**src/rtl/uart_cmd_parser_if.sv**
```systemverilog
`default_nettype none
// ============================================================================
// Module  : uart_cmd_parser_if
// Purpose : Bundles the UART byte streams and the register bus that surround
//           the command parser.
//           master modport : the parser (drives o_* signals)
//           slave  modport : the surroundings (UART RX/TX and register file)
// Ports   : i_rx_dv/i_rx_byte   received byte strobe and value
//           o_tx_dv/o_tx_byte   byte to send, i_tx_done transmitter finished
//           o_reg_wr/o_reg_rd   single-cycle register strobes
//           o_reg_addr/o_reg_wdata/i_reg_rdata  register address and data
//           o_busy/o_err/o_overrun  status
// Revision: 1.0 - initial release
// ============================================================================
interface uart_cmd_parser_if;
    logic       i_rx_dv;
    logic [7:0] i_rx_byte;
    logic       o_tx_dv;
    logic [7:0] o_tx_byte;
    logic       i_tx_done;
    logic       o_reg_wr;
    logic       o_reg_rd;
    logic [7:0] o_reg_addr;
    logic [7:0] o_reg_wdata;
    logic [7:0] i_reg_rdata;
    logic       o_busy;
    logic       o_err;
    logic       o_overrun;

    modport master (
        input  i_rx_dv, i_rx_byte, i_tx_done, i_reg_rdata,
        output o_tx_dv, o_tx_byte, o_reg_wr, o_reg_rd, o_reg_addr,
               o_reg_wdata, o_busy, o_err, o_overrun
    );

    modport slave (
        output i_rx_dv, i_rx_byte, i_tx_done, i_reg_rdata,
        input  o_tx_dv, o_tx_byte, o_reg_wr, o_reg_rd, o_reg_addr,
               o_reg_wdata, o_busy, o_err, o_overrun
    );
endinterface
`default_nettype wire

```
**src/rtl/uart_cmd_parser.sv**
```systemverilog
`default_nettype none
// ============================================================================
// Module  : uart_cmd_parser
// Purpose : Frames ASCII hex commands "Waadd\n" / "Raa\n" from the UART
//           receiver, issues register read/write strobes and streams the
//           reply ("K\n", "hh\n" or "E\n") into the UART transmitter.
// Ports   : clk      system clock, all logic on posedge
//           rst      synchronous active-high reset
//           cmd_bus  uart_cmd_parser_if.master (UART streams, register bus,
//                    busy/err/overrun status)
// Params  : WR_ACK      1 = write replies "K\n", 0 = silent write
//           RD_LATENCY  cycles from o_reg_rd to the read-data sample (1..15)
// Revision: 1.0 - initial release
// ============================================================================
module uart_cmd_parser #(
    parameter int WR_ACK     = 1,
    parameter int RD_LATENCY = 1
) (
    input  logic              clk,
    input  logic              rst,
    uart_cmd_parser_if.master cmd_bus
);

    localparam logic [7:0] c_LF     = 8'h0A;
    localparam logic [7:0] c_CR     = 8'h0D;
    localparam logic [7:0] c_K      = 8'h4B;
    localparam logic [7:0] c_E      = 8'h45;
    localparam logic [3:0] c_RD_LAT = RD_LATENCY[3:0];

    typedef enum logic [3:0] {
        S_IDLE     = 4'd0,
        S_ADDR_HI  = 4'd1,
        S_ADDR_LO  = 4'd2,
        S_DATA_HI  = 4'd3,
        S_DATA_LO  = 4'd4,
        S_EOL      = 4'd5,
        S_FLUSH    = 4'd6,
        S_EXEC     = 4'd7,
        S_RD_WAIT  = 4'd8,
        S_ERR_RESP = 4'd9,
        S_SEND     = 4'd10,
        S_TX_WAIT  = 4'd11
    } state_t;

    // {valid, nibble}; letters map via low nibble + 9 ('A'/'a' -> 1 + 9 = 10)
    function automatic logic [4:0] hex_dec(input logic [7:0] b);
        if (b >= 8'h30 && b <= 8'h39)
            return {1'b1, b[3:0]};
        else if ((b >= 8'h41 && b <= 8'h46) || (b >= 8'h61 && b <= 8'h66))
            return {1'b1, b[3:0] + 4'd9};
        else
            return 5'd0;
    endfunction

    function automatic logic [7:0] hex_enc(input logic [3:0] n);
        return (n < 4'd10) ? (8'h30 + {4'd0, n}) : (8'h37 + {4'd0, n});
    endfunction

    state_t     r_state;
    state_t     w_next;
    logic       r_wr_flag;
    logic [7:0] r_addr;
    logic [7:0] r_wdata;
    logic [3:0] r_lat_cnt;
    logic [7:0] r_buf0, r_buf1, r_buf2;
    logic [1:0] r_len;
    logic [1:0] r_idx;

    logic       w_busy, w_tx_dv, w_reg_wr, w_reg_rd, w_err;
    logic [4:0] w_dec;
    logic       w_hex_ok;
    logic [3:0] w_nib;
    logic       w_rx_act;
    logic       w_is_lf, w_is_w, w_is_r;
    logic       w_last;
    logic [7:0] w_tx_byte;

    assign w_dec    = hex_dec(cmd_bus.i_rx_byte);
    assign w_hex_ok = w_dec[4];
    assign w_nib    = w_dec[3:0];
    // CR is transparent in every receive state
    assign w_rx_act = cmd_bus.i_rx_dv && (cmd_bus.i_rx_byte != c_CR);
    assign w_is_lf  = (cmd_bus.i_rx_byte == c_LF);
    assign w_is_w   = (cmd_bus.i_rx_byte == 8'h57) || (cmd_bus.i_rx_byte == 8'h77);
    assign w_is_r   = (cmd_bus.i_rx_byte == 8'h52) || (cmd_bus.i_rx_byte == 8'h72);
    assign w_last   = (r_idx == r_len - 2'd1);

    always_ff @(posedge clk) begin
        if (rst) r_state <= S_IDLE;
        else     r_state <= w_next;
    end

    always_comb begin
        w_next   = r_state;
        w_busy   = 1'b0;
        w_tx_dv  = 1'b0;
        w_reg_wr = 1'b0;
        w_reg_rd = 1'b0;
        w_err    = 1'b0;
        case (r_state)
            S_IDLE: begin
                if (w_rx_act) begin
                    if (w_is_w || w_is_r) w_next = S_ADDR_HI;
                    else if (!w_is_lf)    w_next = S_FLUSH;
                end
            end
            S_ADDR_HI: if (w_rx_act) w_next = w_is_lf ? S_ERR_RESP : (w_hex_ok ? S_ADDR_LO : S_FLUSH);
            S_ADDR_LO: if (w_rx_act) w_next = w_is_lf ? S_ERR_RESP :
                                              (w_hex_ok ? (r_wr_flag ? S_DATA_HI : S_EOL) : S_FLUSH);
            S_DATA_HI: if (w_rx_act) w_next = w_is_lf ? S_ERR_RESP : (w_hex_ok ? S_DATA_LO : S_FLUSH);
            S_DATA_LO: if (w_rx_act) w_next = w_is_lf ? S_ERR_RESP : (w_hex_ok ? S_EOL : S_FLUSH);
            S_EOL:     if (w_rx_act) w_next = w_is_lf ? S_EXEC : S_FLUSH;
            S_FLUSH:   if (w_rx_act && w_is_lf) w_next = S_ERR_RESP;
            S_EXEC: begin
                w_busy = 1'b1;
                if (r_wr_flag) begin
                    w_reg_wr = 1'b1;
                    w_next   = (WR_ACK != 0) ? S_SEND : S_IDLE;
                end else begin
                    w_reg_rd = 1'b1;
                    w_next   = S_RD_WAIT;
                end
            end
            S_RD_WAIT: begin
                w_busy = 1'b1;
                if (r_lat_cnt == c_RD_LAT) w_next = S_SEND;
            end
            S_ERR_RESP: begin
                w_busy = 1'b1;
                w_err  = 1'b1;
                w_next = S_SEND;
            end
            S_SEND: begin
                w_busy  = 1'b1;
                w_tx_dv = 1'b1;
                w_next  = S_TX_WAIT;
            end
            S_TX_WAIT: begin
                w_busy = 1'b1;
                if (cmd_bus.i_tx_done) w_next = w_last ? S_IDLE : S_SEND;
            end
            default: w_next = S_IDLE;
        endcase
    end

    // Datapath: address/data shift registers, read-latency counter, reply buffer
    always_ff @(posedge clk) begin
        if (rst) begin
            r_wr_flag <= 1'b0;
            r_addr    <= 8'h00;
            r_wdata   <= 8'h00;
            r_lat_cnt <= 4'd0;
            r_buf0    <= 8'h00;
            r_buf1    <= 8'h00;
            r_buf2    <= 8'h00;
            r_len     <= 2'd0;
            r_idx     <= 2'd0;
        end else begin
            case (r_state)
                S_IDLE:
                    if (w_rx_act && (w_is_w || w_is_r)) r_wr_flag <= w_is_w;
                S_ADDR_HI, S_ADDR_LO:
                    if (w_rx_act && w_hex_ok) r_addr <= {r_addr[3:0], w_nib};
                S_DATA_HI, S_DATA_LO:
                    if (w_rx_act && w_hex_ok) r_wdata <= {r_wdata[3:0], w_nib};
                S_EXEC: begin
                    if (r_wr_flag) begin
                        r_buf0 <= c_K;
                        r_buf1 <= c_LF;
                        r_len  <= 2'd2;
                        r_idx  <= 2'd0;
                    end else begin
                        // counts cycles since the o_reg_rd cycle
                        r_lat_cnt <= 4'd1;
                    end
                end
                S_RD_WAIT: begin
                    if (r_lat_cnt == c_RD_LAT) begin
                        r_buf0 <= hex_enc(cmd_bus.i_reg_rdata[7:4]);
                        r_buf1 <= hex_enc(cmd_bus.i_reg_rdata[3:0]);
                        r_buf2 <= c_LF;
                        r_len  <= 2'd3;
                        r_idx  <= 2'd0;
                    end else begin
                        r_lat_cnt <= r_lat_cnt + 4'd1;
                    end
                end
                S_ERR_RESP: begin
                    r_buf0 <= c_E;
                    r_buf1 <= c_LF;
                    r_len  <= 2'd2;
                    r_idx  <= 2'd0;
                end
                S_TX_WAIT:
                    if (cmd_bus.i_tx_done && !w_last) r_idx <= r_idx + 2'd1;
                default: ;
            endcase
        end
    end

    always_comb begin
        w_tx_byte = r_buf2;
        case (r_idx)
            2'd0:    w_tx_byte = r_buf0;
            2'd1:    w_tx_byte = r_buf1;
            default: w_tx_byte = r_buf2;
        endcase
    end

    assign cmd_bus.o_tx_dv     = w_tx_dv;
    assign cmd_bus.o_tx_byte   = w_tx_byte;
    assign cmd_bus.o_reg_wr    = w_reg_wr;
    assign cmd_bus.o_reg_rd    = w_reg_rd;
    assign cmd_bus.o_reg_addr  = r_addr;
    assign cmd_bus.o_reg_wdata = r_wdata;
    assign cmd_bus.o_busy      = w_busy;
    assign cmd_bus.o_err       = w_err;
    // bytes arriving while busy are dropped, never queued
    assign cmd_bus.o_overrun   = w_busy & cmd_bus.i_rx_dv;

endmodule
`default_nettype wire

```
**src/flat_wrapper.sv**
```systemverilog
// flat-port wrapper written by rule: the top's interface ports become plain ports
module uart_cmd_parser_flat 
#(
    parameter int WR_ACK     = 1,
    parameter int RD_LATENCY = 1
)
  (clk, rst, cmd_bus_i_rx_dv, cmd_bus_i_rx_byte, cmd_bus_i_tx_done, cmd_bus_i_reg_rdata, cmd_bus_o_tx_dv, cmd_bus_o_tx_byte, cmd_bus_o_reg_wr, cmd_bus_o_reg_rd, cmd_bus_o_reg_addr, cmd_bus_o_reg_wdata, cmd_bus_o_busy, cmd_bus_o_err, cmd_bus_o_overrun);
  uart_cmd_parser_if cmd_bus_i ();
  input  logic clk;
  input  logic rst;
  input wire logic [$bits(cmd_bus_i.i_rx_dv)-1:0] cmd_bus_i_rx_dv;
  input wire logic [$bits(cmd_bus_i.i_rx_byte)-1:0] cmd_bus_i_rx_byte;
  input wire logic [$bits(cmd_bus_i.i_tx_done)-1:0] cmd_bus_i_tx_done;
  input wire logic [$bits(cmd_bus_i.i_reg_rdata)-1:0] cmd_bus_i_reg_rdata;
  output wire logic [$bits(cmd_bus_i.o_tx_dv)-1:0] cmd_bus_o_tx_dv;
  output wire logic [$bits(cmd_bus_i.o_tx_byte)-1:0] cmd_bus_o_tx_byte;
  output wire logic [$bits(cmd_bus_i.o_reg_wr)-1:0] cmd_bus_o_reg_wr;
  output wire logic [$bits(cmd_bus_i.o_reg_rd)-1:0] cmd_bus_o_reg_rd;
  output wire logic [$bits(cmd_bus_i.o_reg_addr)-1:0] cmd_bus_o_reg_addr;
  output wire logic [$bits(cmd_bus_i.o_reg_wdata)-1:0] cmd_bus_o_reg_wdata;
  output wire logic [$bits(cmd_bus_i.o_busy)-1:0] cmd_bus_o_busy;
  output wire logic [$bits(cmd_bus_i.o_err)-1:0] cmd_bus_o_err;
  output wire logic [$bits(cmd_bus_i.o_overrun)-1:0] cmd_bus_o_overrun;
  assign cmd_bus_i.i_rx_dv = cmd_bus_i_rx_dv;
  assign cmd_bus_i.i_rx_byte = cmd_bus_i_rx_byte;
  assign cmd_bus_i.i_tx_done = cmd_bus_i_tx_done;
  assign cmd_bus_i.i_reg_rdata = cmd_bus_i_reg_rdata;
  assign cmd_bus_o_tx_dv = cmd_bus_i.o_tx_dv;
  assign cmd_bus_o_tx_byte = cmd_bus_i.o_tx_byte;
  assign cmd_bus_o_reg_wr = cmd_bus_i.o_reg_wr;
  assign cmd_bus_o_reg_rd = cmd_bus_i.o_reg_rd;
  assign cmd_bus_o_reg_addr = cmd_bus_i.o_reg_addr;
  assign cmd_bus_o_reg_wdata = cmd_bus_i.o_reg_wdata;
  assign cmd_bus_o_busy = cmd_bus_i.o_busy;
  assign cmd_bus_o_err = cmd_bus_i.o_err;
  assign cmd_bus_o_overrun = cmd_bus_i.o_overrun;
  uart_cmd_parser #(.WR_ACK(WR_ACK), .RD_LATENCY(RD_LATENCY)) u_core (.clk(clk), .rst(rst), .cmd_bus(cmd_bus_i));
endmodule
```
**config.mk**
```make
export PLATFORM = sky130hd
export DESIGN_NAME = uart_cmd_parser_flat
export DESIGN_NICKNAME = d
export VERILOG_FILES = /design/src/rtl/uart_cmd_parser_if.sv /design/src/rtl/uart_cmd_parser.sv /design/src/flat_wrapper.sv
export SDC_FILE = /design/constraint.sdc
export NUM_CORES = 1
export LEC_CHECK = 0
export ABC_AREA = 1
export CORE_MARGIN = 3
export CORE_UTILIZATION = 31
export DETAILED_ROUTE_END_ITERATION = 8
export SETUP_SLACK_MARGIN = 0.1
export SYNTH_ARGS = -nofsm -noshare
export SYNTH_HDL_FRONTEND = slang
export SYNTH_SLANG_ARGS = --single-unit
```
**constraint.sdc**
```tcl
create_clock -name clk -period 2.7 [get_ports clk]
set_clock_uncertainty 0.05 [all_clocks]
set_input_delay 0.54 -clock clk [delete_from_list [all_inputs] [get_ports clk]]
set_output_delay 0.54 -clock clk [all_outputs]
set_load 0.05 [all_outputs]
```
==> results of run 1 <==
## area by class of cell
| type | instances | area, sq um | share of cell area, % |
|---|---|---|---|
| Inverter | 66 | 250.2 | 7.596 |
| Timing Repair Buffer | 49 | 481.7 | 14.62 |
| Sequential cell | 44 | 880.8 | 26.74 |
| Clock buffer | 6 | 72.57 | 2.203 |
| Clock inverter | 2 | 35.03 | 1.063 |
| Multi-Input combinational cell | 279 | 1446 | 43.90 |
| Tap cell | 102 | 127.6 | 3.874 |
## flip-flops by register name (all words and copies together) (netlist names)
register,cells
u_core.r_buf0,7
u_core.r_idx,2
u_core.r_lat_cnt,4
u_core.r_len,2
u_core.r_buf1,7
u_core.r_buf2,1
u_core.r_wr_flag,1
u_core.r_state,4
u_core.cmd_bus.o_reg_addr,8
u_core.cmd_bus.o_reg_wdata,8
## report_power, final
part           internal (mW)  switching, mW
logic                 0.0985          0.181
clock network          0.275          0.232
registers              0.663         0.0165
total                   1.04          0.429
## layer usage
layer	global-route usage [%]	routed length (um)
met5	0	0
met4	3.782	81
met3	4.071	366
met2	22.98	2897
met1	17.83	3195
## cell usage after synthesis (all sizes together)
cell type	number	area share, %
a22o	3	1.0
or2	1	0.24
o21bai	1	0.29
nand3b	1	0.29
nand4	4	0.95
a21oi	43	8.2
o21ai	27	5.6
dfxtp	44	33
ha	10	4.7
nor3	5	1.4
a31oi	1	0.24
clkbuf	3	0.43
buf	5	1.8
nand3	20	4.3
o22ai	1	0.24
a221oi	1	0.33
a211oi	2	0.76
and2	2	0.47
xor2	2	0.66
nor2	41	7.0
o211ai	2	0.57
inv	66	9.5
conb	1	0.14
o221ai	1	0.33
nand2	110	17
## through the flow
step	power, mW	util (%)	cell area [sq um]
after floorplan	0.8920	-	2635
after global placement	0.9737	39.98	3186
after detailed placement	0.9740	39.98	3186
after CTS	1.484	41.28	3289
after global routing	1.544	41.35	3294
final	1.466	41.35	3294
## cells by family after synthesis
family,Yosys count
other cells,1
buf+inv,74
simple gates,184
flops,44
compound gates,82
fa+ha+maj,10
xor+xnor,2
## critical path, stage by stage (launching register included)
cell and delay [ns]:
dfxtp_1 0.34, inv_1 0.10, ha_1 0.29, a22o_1 0.19, dlygate4sd2_1 0.52
## worst max path at each step
stage / end / cells after the start
floorplan: cmd_bus_o_tx_byte[0] / 4
global placement: u_core.cmd_bus.o_reg_wdata[5] / 10
detailed placement: u_core.cmd_bus.o_reg_wdata[5] / 10
CTS: cmd_bus_o_tx_dv / 3
global route: cmd_bus_o_tx_byte[4] / 4
finish: cmd_bus_o_tx_byte[4] / 4
==> reports/results.ini, run 1 <==
[run_status]
status = finished clean

[min_path]
whs_endpoint = u_core.r_buf0[6]
holdPathStages = 2
worstHoldStart = u_core.r_buf0[6]
hp-class = reg -> reg

[worst_setup_path]
critical_path_class = reg -> out
r2r-start = u_core.r_lat_cnt[0]
worstPathRequired_ns = 2.11
r2r_setup_slack_ns = 0.95
end_kind = primary output
crit_path_start_kind = register
crit_path_start = u_core.r_idx[0]
crit_fanout = 6
rr_worst_depth = 8
reg2reg_to = u_core.r_idx[0]
crit_arrival_ns = 1.74

[route]
vias_per_cell = 4.668
route.detailed.drc = 0
ant_nets = 0
wl_per_cell_um = 11.94
drt_first_pass_iters = 4
drtIter0Drc = 163
drt_wl_total_um = 6541
dr_total_vias = 2558

[timing]
fin_ws_ns = 0.3740
relSlewSlack_pct = 64.87
rsz0062_at_grt = false
worst_slew_pin_slew_ns = 0.5253
post-route-min-period_ns = 2.326
hold_viol = 0
setup_tns_ns = 0
setup_viol = 0
holdWs_ns = 0.4004
fmax_mhz = 429.9
report.final.slew_viol_count = 0
min_period_over_period_pct = 86.15

[floorplan]
initial_core_util_pct = 33.07
die_x_um = 98.20
die_h_um = 98.20
ioPinCount = 50
core.rowCount = 32
core_sq_um = 7968
design.die.area_sq_um = 9642

[cells_and_area]
nets = 475
num-fill-cells = 841
final_common_cell = nand2_1
fin_cells = 548
area_growth_pct = 25.02
diodes = 0
drive_gt1_share_pct = 9.641
layout_common_cells = 99 x nand2_1, 60 x inv_1, 44 x dfxtp_1, 43 x a21oi_1

[synthesis]
synth_compound_area_share_pct = 17.47
netlist_area_sq_um = 2635
syn_nets = 427
synth-xor-area-share_pct = 0.6648
synth_seq_cells = 44
synth_cell_types = 38
synth_top_family_by_area = simple AND/OR/NAND/NOR gates
syn_inst = 397
yosys.area_share.simple_pct = 31.86
ys_seq_area_share_pct = 33.43
synth_warnings = 0
muxShareOfSynthArea_pct = 0
syn_avg_cell_area_sq_um = 6.637
synth_adder_area_share_pct = 4.748

[cts]
cts_sinks = 44
cts-buffers-inserted = 5
hold_buffers = 0
clockBufferDepth = 2
cts_tree = built
cts_setup_buffers = 0
cts_resized = 3
htreeDepth = 2
insertion_delay_ns = 0.30
cts-root-buf = clkbuf_8
clk_pin_slew_ns = 0.09

[pwr]
ir_drop_uv = 198.6
powerDensity_nw_per_um2 = 445.0
p_leak_nw = 1.441

[place]
dp_hpwl_um = 5036
routabilityCongestion = 0.9107
dpl.cell_count = 540
dp_slack_ns = 0.1478
numPortBuffers = 48

[global_routing]
grt_pass1_vias = 2532
grt_usage_pct = 13.95
grt_first_pass_wirelength_um = 11300
gr-total-overflow = 0
grt_max_degree = 27
antenna_found_initial = 0

[run]
cap_violations = 0

Power figures use the tool's default switching activity.
==> run 2, diff against run 1 <==
Settings changed: CORE_UTILIZATION 31 to 50, PLACE_DENSITY from default to 0.77.
==> run 2 against run 1 <==
Against the previous run:
- fmax is 7.3% lower
- register-to-register slack hardly changed
- sequential share of layout area is 0.37 points higher
- worst setup slack worse by 0.18 ns
- critical path type unchanged
- routed wire length is 6.8% lower
- global-route usage is 7.2 points higher
- die area is 36% lower
- cell area is 1.4% lower
- first-iteration DRC count is 18% lower
- hold slack worse by 0.00072 ns
==> reports/results.ini, run 2 (synthesized netlist as in run 1, its figures left out) <==
[place]
dp_hpwl_um = 4712  ; -6.4%
placed_area_sq_um = 3142  ; -1.4%
numPortBuffers = 48  ; unchanged
routabilityCongestion = 0.9282  ; +1.9%
dpl.cell_count = 505  ; -6.5%

[route]
drt_wl_total_um = 6096  ; -6.8%
route.detailed.drc = 0  ; unchanged
drtIter0Drc = 134  ; -18%
drt_first_pass_iters = 4  ; unchanged
ant_nets = 0  ; unchanged
wl_per_cell_um = 11.88  ; -0.44%
vias_per_cell = 5.019  ; +7.5%
dr_total_vias = 2575  ; +0.66%

[worst_setup_path]
crit_fanout = 8  ; +2
r2r_setup_slack_ns = 0.95  ; about the same
crit_arrival_ns = 1.92  ; +0.18 ns
crit_chain = nand2_1 -> nor2_1 -> clkdlybuf4s50_1
worstPathRequired_ns = 2.11  ; about the same
rr_worst_depth = 8  ; unchanged
critical_path.top_delay_family = buffers and inverters
max_stage_delay_ns = 0.83  ; +0.31 ns
r2r-start = u_core.r_lat_cnt[0]
crit_buf_inv = 1  ; -1
critical_path_class = reg -> out
end_kind = primary output
critPathSlowestCell = clkdlybuf4s50_1
reg2reg_to = u_core.r_idx[0]
crit_path_start_kind = register

[cells_and_area]
fin_area_sq_um = 3249  ; -1.4%
layout_common_cells = 99 x nand2_1, 60 x inv_1, 44 x dfxtp_1, 43 x a21oi_1, 37 x clkdlybuf4s50_1
final_common_cell = nand2_1
fin_cells = 513  ; -6.4%
nets = 475  ; unchanged
area_growth_pct = 23.31
diodes = 0  ; unchanged
drive_gt1_share_pct = 9.865  ; +0.22 points
num-fill-cells = 458  ; -46%

[cts]
cts-buffers-inserted = 5  ; unchanged
clk_pin_slew_ns = 0.08  ; about the same
insertion_delay_ns = 0.30  ; about the same
clockBufferDepth = 2  ; unchanged
cts_resized = 3  ; unchanged
hold_buffers = 0  ; unchanged
cts_sinks = 44  ; unchanged
htreeDepth = 2  ; unchanged
cts_setup_buffers = 0  ; unchanged
cts_tree = built
cts-root-buf = clkbuf_8

[min_path]
worstHoldStart = u_core.cmd_bus.o_reg_addr[7]
holdPathStages = 2  ; unchanged
hp-class = reg -> reg
whs_endpoint = u_core.cmd_bus.o_reg_addr[7]

[pwr]
p_leak_nw = 1.402  ; -2.7%
ir_drop_uv = 304.2  ; +53%
powerDensity_nw_per_um2 = 447.9  ; +0.66%

[global_routing]
gr-total-overflow = 0  ; unchanged
grt_usage_pct = 21.15  ; +7.2 points
grt_pass1_vias = 2479  ; -2.1%
grt_max_degree = 27  ; unchanged
grt_first_pass_wirelength_um = 10820  ; -4.3%
antenna_found_initial = 0  ; unchanged

[timing]
report.final.slew_viol_count = 0  ; unchanged
fmax_mhz = 398.3  ; -7.3%
setup_tns_ns = 0  ; unchanged
setup_viol = 0  ; unchanged
worst_slew_pin_slew_ns = 0.5062  ; -0.01915 ns
min_period_over_period_pct = 92.98  ; +6.8 points
rsz0062_at_grt = false
relSlewSlack_pct = 66.15  ; +1.3 points
hold_viol = 0  ; unchanged
post-route-min-period_ns = 2.510  ; +0.1844 ns

[floorplan]
design.die.area_sq_um = 6177  ; -36%
core_sq_um = 4911  ; -38%
die_h_um = 78.60  ; -20%
initial_core_util_pct = 53.66  ; +21 points
die_x_um = 78.60  ; -20%
core.rowCount = 25  ; -22%
ioPinCount = 50  ; unchanged

[run]
cap_violations = 0  ; unchanged

[run_status]
status = finished clean

run 2: worst max-delay path by stage:
stage,slack [ns],start,depth (start not counted),to
after floorplan,0.32,u_core.r_idx[0],4,cmd_bus_o_tx_byte[0]
after global placement,0.23,cmd_bus_i_rx_byte[0],9,u_core.cmd_bus.o_reg_addr[1]
after detailed placement,0.17,cmd_bus_i_rx_byte[0],10,u_core.cmd_bus.o_reg_wdata[5]
after CTS,0.19,u_core.r_state[1],3,cmd_bus_o_tx_dv
after global routing,0.10,u_core.r_state[1],3,cmd_bus_o_tx_dv
final,0.19,u_core.r_state[1],3,cmd_bus_o_tx_dv
run 2: report_power, final:
group | switching (mW) | total, mW | leakage, nW | internal (mW)
Clock | 0.224 | 0.497 | 0.0541 | 0.274
Sequential | 0.0170 | 0.680 | 0.355 | 0.663
Combinational | 0.179 | 0.278 | 0.993 | 0.0984
run 2: stage by stage:
step	utilization, %	power (mW)	setup WS [ns]	hold slack (ns)
final	66.17	1.455	0.1895	0.3997
after global routing	66.17	1.525	0.1015	0.4319
after CTS	66.17	1.468	0.1870	0.4013
after detailed placement	63.97	0.9722	0.1734	0.3881
after global placement	63.97	0.9681	0.2289	0.3897
after floorplan	-	0.8920	0.3202	0.3760
run 2: per-layer routing:
metal | share of wire, % | vias up | GRT usage [%]
li1 | - | 1358 | -
met1 | 47 | 1157 | 27.96
met2 | 48 | 53 | 35.91
met3 | 4.1 | 7 | 4.014
met4 | 0.74 | 0 | 4.196
met5 | 0 | - | 0
run 2: tightest hold or removal path, stage by stage (launching register included):
cell	delay, ns
dfxtp_1	0.31
inv_1	0.05
a21oi_1	0.05
run 2: area by class of cell:
| class | instances | area, sq um | share of cell area (%) |
|---|---|---|---|
| Multi-Input combinational cell | 279 | 1446 | 44.51 |
| Sequential cell | 44 | 880.8 | 27.11 |
| Timing Repair Buffer | 49 | 476.7 | 14.67 |
| Inverter | 66 | 250.2 | 7.701 |
| Tap cell | 67 | 83.83 | 2.580 |
| Clock buffer | 5 | 68.82 | 2.118 |
| Clock inverter | 3 | 42.54 | 1.309 |
==> run 3, diff against run 2 <==
Settings changed: CORE_ASPECT_RATIO from default to 1.25.
==> run 3 against run 2 <==
Against the previous run:
- power rose by 1.8%
- critical path depth rose by 2
- cell area rose by 0.27%
- die area barely moved
- critical path type unchanged
==> reports/results.ini, run 3 (synthesized netlist as in run 1, its figures left out) <==
[cts]
htreeDepth = 2  ; unchanged
hold_buffers = 0  ; unchanged
cts_tree = built
clk_pin_slew_ns = 0.08  ; about the same
cts-buffers-inserted = 5  ; unchanged
clockBufferDepth = 2  ; unchanged
cts-root-buf = clkbuf_8
cts_sinks = 44  ; unchanged
insertion_delay_ns = 0.29  ; about the same

[floorplan]
initial_core_util_pct = 53.72  ; +0.068 points
die_h_um = 87.17  ; +11%
ioPinCount = 50  ; unchanged
die_x_um = 70.93  ; -9.8%
core.rowCount = 28  ; +12%
design.die.area_sq_um = 6183  ; about the same
core_sq_um = 4905  ; -0.13%

[place]
dp_hpwl_um = 4695  ; -0.37%
numPortBuffers = 48  ; unchanged
dpl.cell_count = 498  ; -1.4%
routabilityCongestion = 0.9746  ; +5.0%

[global_routing]
grt_pass1_vias = 2469  ; -0.40%
grt.met1_usage_pct = 25.11  ; -2.9 points
grt_first_pass_wirelength_um = 10490  ; -3.0%
gr-total-overflow = 0  ; unchanged
grt_max_degree = 27  ; unchanged
busiest_layer = met2
antenna_found_initial = 0  ; unchanged
use_met2_pct = 36.29  ; +0.38 points
grt_use_met3_pct = 2.887  ; -1.1 points
grt_usage_pct = 20.61  ; -0.55 points

[pwr]
p_leak_nw = 1.445  ; +3.0%
powerDensity_nw_per_um2 = 454.8  ; +1.5%
ir_drop_uv = 274.5  ; -9.8%

[worst_setup_path]
crit_path_start_kind = register
crit_arrival_ns = 1.90  ; -0.02 ns
rr_worst_depth = 8  ; unchanged
crit_path_start = u_core.r_state[0]
end_kind = primary output
r2r-start = u_core.r_state[1]
worstPathRequired_ns = 2.11  ; about the same
crit_fanout = 4  ; -4
critical_path_class = reg -> out

[cells_and_area]
diodes = 0  ; unchanged
layout_common_cells = 99 x nand2_1, 60 x inv_1, 44 x dfxtp_1, 43 x a21oi_1, 36 x clkdlybuf4s50_1
nets = 475  ; unchanged
drive_gt1_share_pct = 9.641  ; -0.22 points
final_common_cell = nand2_1
multi_input_area_sq_um = 1446  ; unchanged
num-fill-cells = 470  ; +2.6%
regArea_sq_um = 880.8  ; unchanged
fin_cells = 506  ; -1.4%
area_growth_pct = 23.65

[min_path]
holdPathStages = 2  ; unchanged
hp-class = reg -> reg
worstHoldStart = u_core.cmd_bus.o_reg_addr[7]

[route]
ant_nets = 0  ; unchanged
dr_total_vias = 2540  ; -1.4%
route.detailed.drc = 0  ; unchanged
vias_per_cell = 5.020  ; about the same
drt_first_pass_iters = 4  ; unchanged
wl_per_cell_um = 11.83  ; -0.43%
drt_wl_total_um = 5987  ; -1.8%
drtIter0Drc = 123  ; -8.2%

[run_status]
status = finished clean

[timing]
report.final.slew_viol_count = 0  ; unchanged
setup_tns_ns = 0  ; unchanged
relSlewSlack_pct = 65.72  ; -0.43 points
post-route-min-period_ns = 2.492  ; -0.01830 ns
min_period_over_period_pct = 92.30  ; -0.68 points
fmax_mhz = 401.3  ; +0.73%
rsz0062_at_grt = false
setup_viol = 0  ; unchanged
hold_viol = 0  ; unchanged
worst_slew_pin_slew_ns = 0.5126  ; +0.006385 ns

[run]
cap_violations = 0  ; unchanged

## run 3: cell types whose count changed in the layout (fill, tap and decap cells not counted), sizes merged
cell | previous run | this run
clkinvlp | 1 | 0
dlymetal6s2s | 0 | 2
buf | 9 | 8
clkdlybuf4s50 | 37 | 36
clkbuf | 5 | 6
## run 3: final cells by class
cell class / count / area share (%)
multi-input cells: 279 / 44.39
clock inverters: 2 / 1.190
repair buffers: 49 / 14.86
clock buffers: 6 / 2.535
flip-flops and latches: 44 / 27.04
well taps: 60 / 2.304
inverters: 66 / 7.681
## run 3: layer usage
layer  up-vias  wire, um
li1       1361         -
met1      1114      2734
met2        55      2897
met3        10       244
met4         0       110
met5         -         0
## run 3: worst paths after layout
| path | end | slack (ns) |
|---|---|---|
| max | cmd_bus_o_err | 0.21 |
| min | u_core.cmd_bus.o_reg_addr[7] | 0.40 |
| max reg2reg | u_core.cmd_bus.o_reg_wdata[7] | 1.00 |
| min reg2reg | u_core.cmd_bus.o_reg_addr[7] | 0.40 |
## run 3: stage by stage
step | power (mW) | utilization [%] | worst slack, ns | hold WS, ns | instance area, sq um
after floorplan | 0.8920 | - | 0.3202 | 0.3760 | 2635
after global placement | 0.9712 | 63.93 | 0.2448 | 0.3882 | 3136
after detailed placement | 0.9729 | 63.93 | 0.2036 | 0.3954 | 3136
after CTS | 1.500 | 66.33 | 0.1033 | 0.4076 | 3253
after global routing | 1.565 | 66.43 | 0.1179 | 0.4267 | 3258
final | 1.482 | 66.43 | 0.2078 | 0.4040 | 3258
## run 3: repair_timing
item,CTS,global route
endpoints found under the setup margin,3,2
setup buffers,0,0
cloned,0,0
gates resized for setup,3,2
## run 3: report_power, final
group	internal, mW	switching, mW
Combinational	0.0984	0.180
Clock	0.302	0.221
Sequential	0.663	0.0161
## run 3: worst max-delay path, stage by stage (launching register included)
cell	delay [ns]
dfxtp_1	0.41
inv_2	0.08
nor2_1	0.15
inv_1	0.07
nor2_1	0.08
clkdlybuf4s50_1	0.81
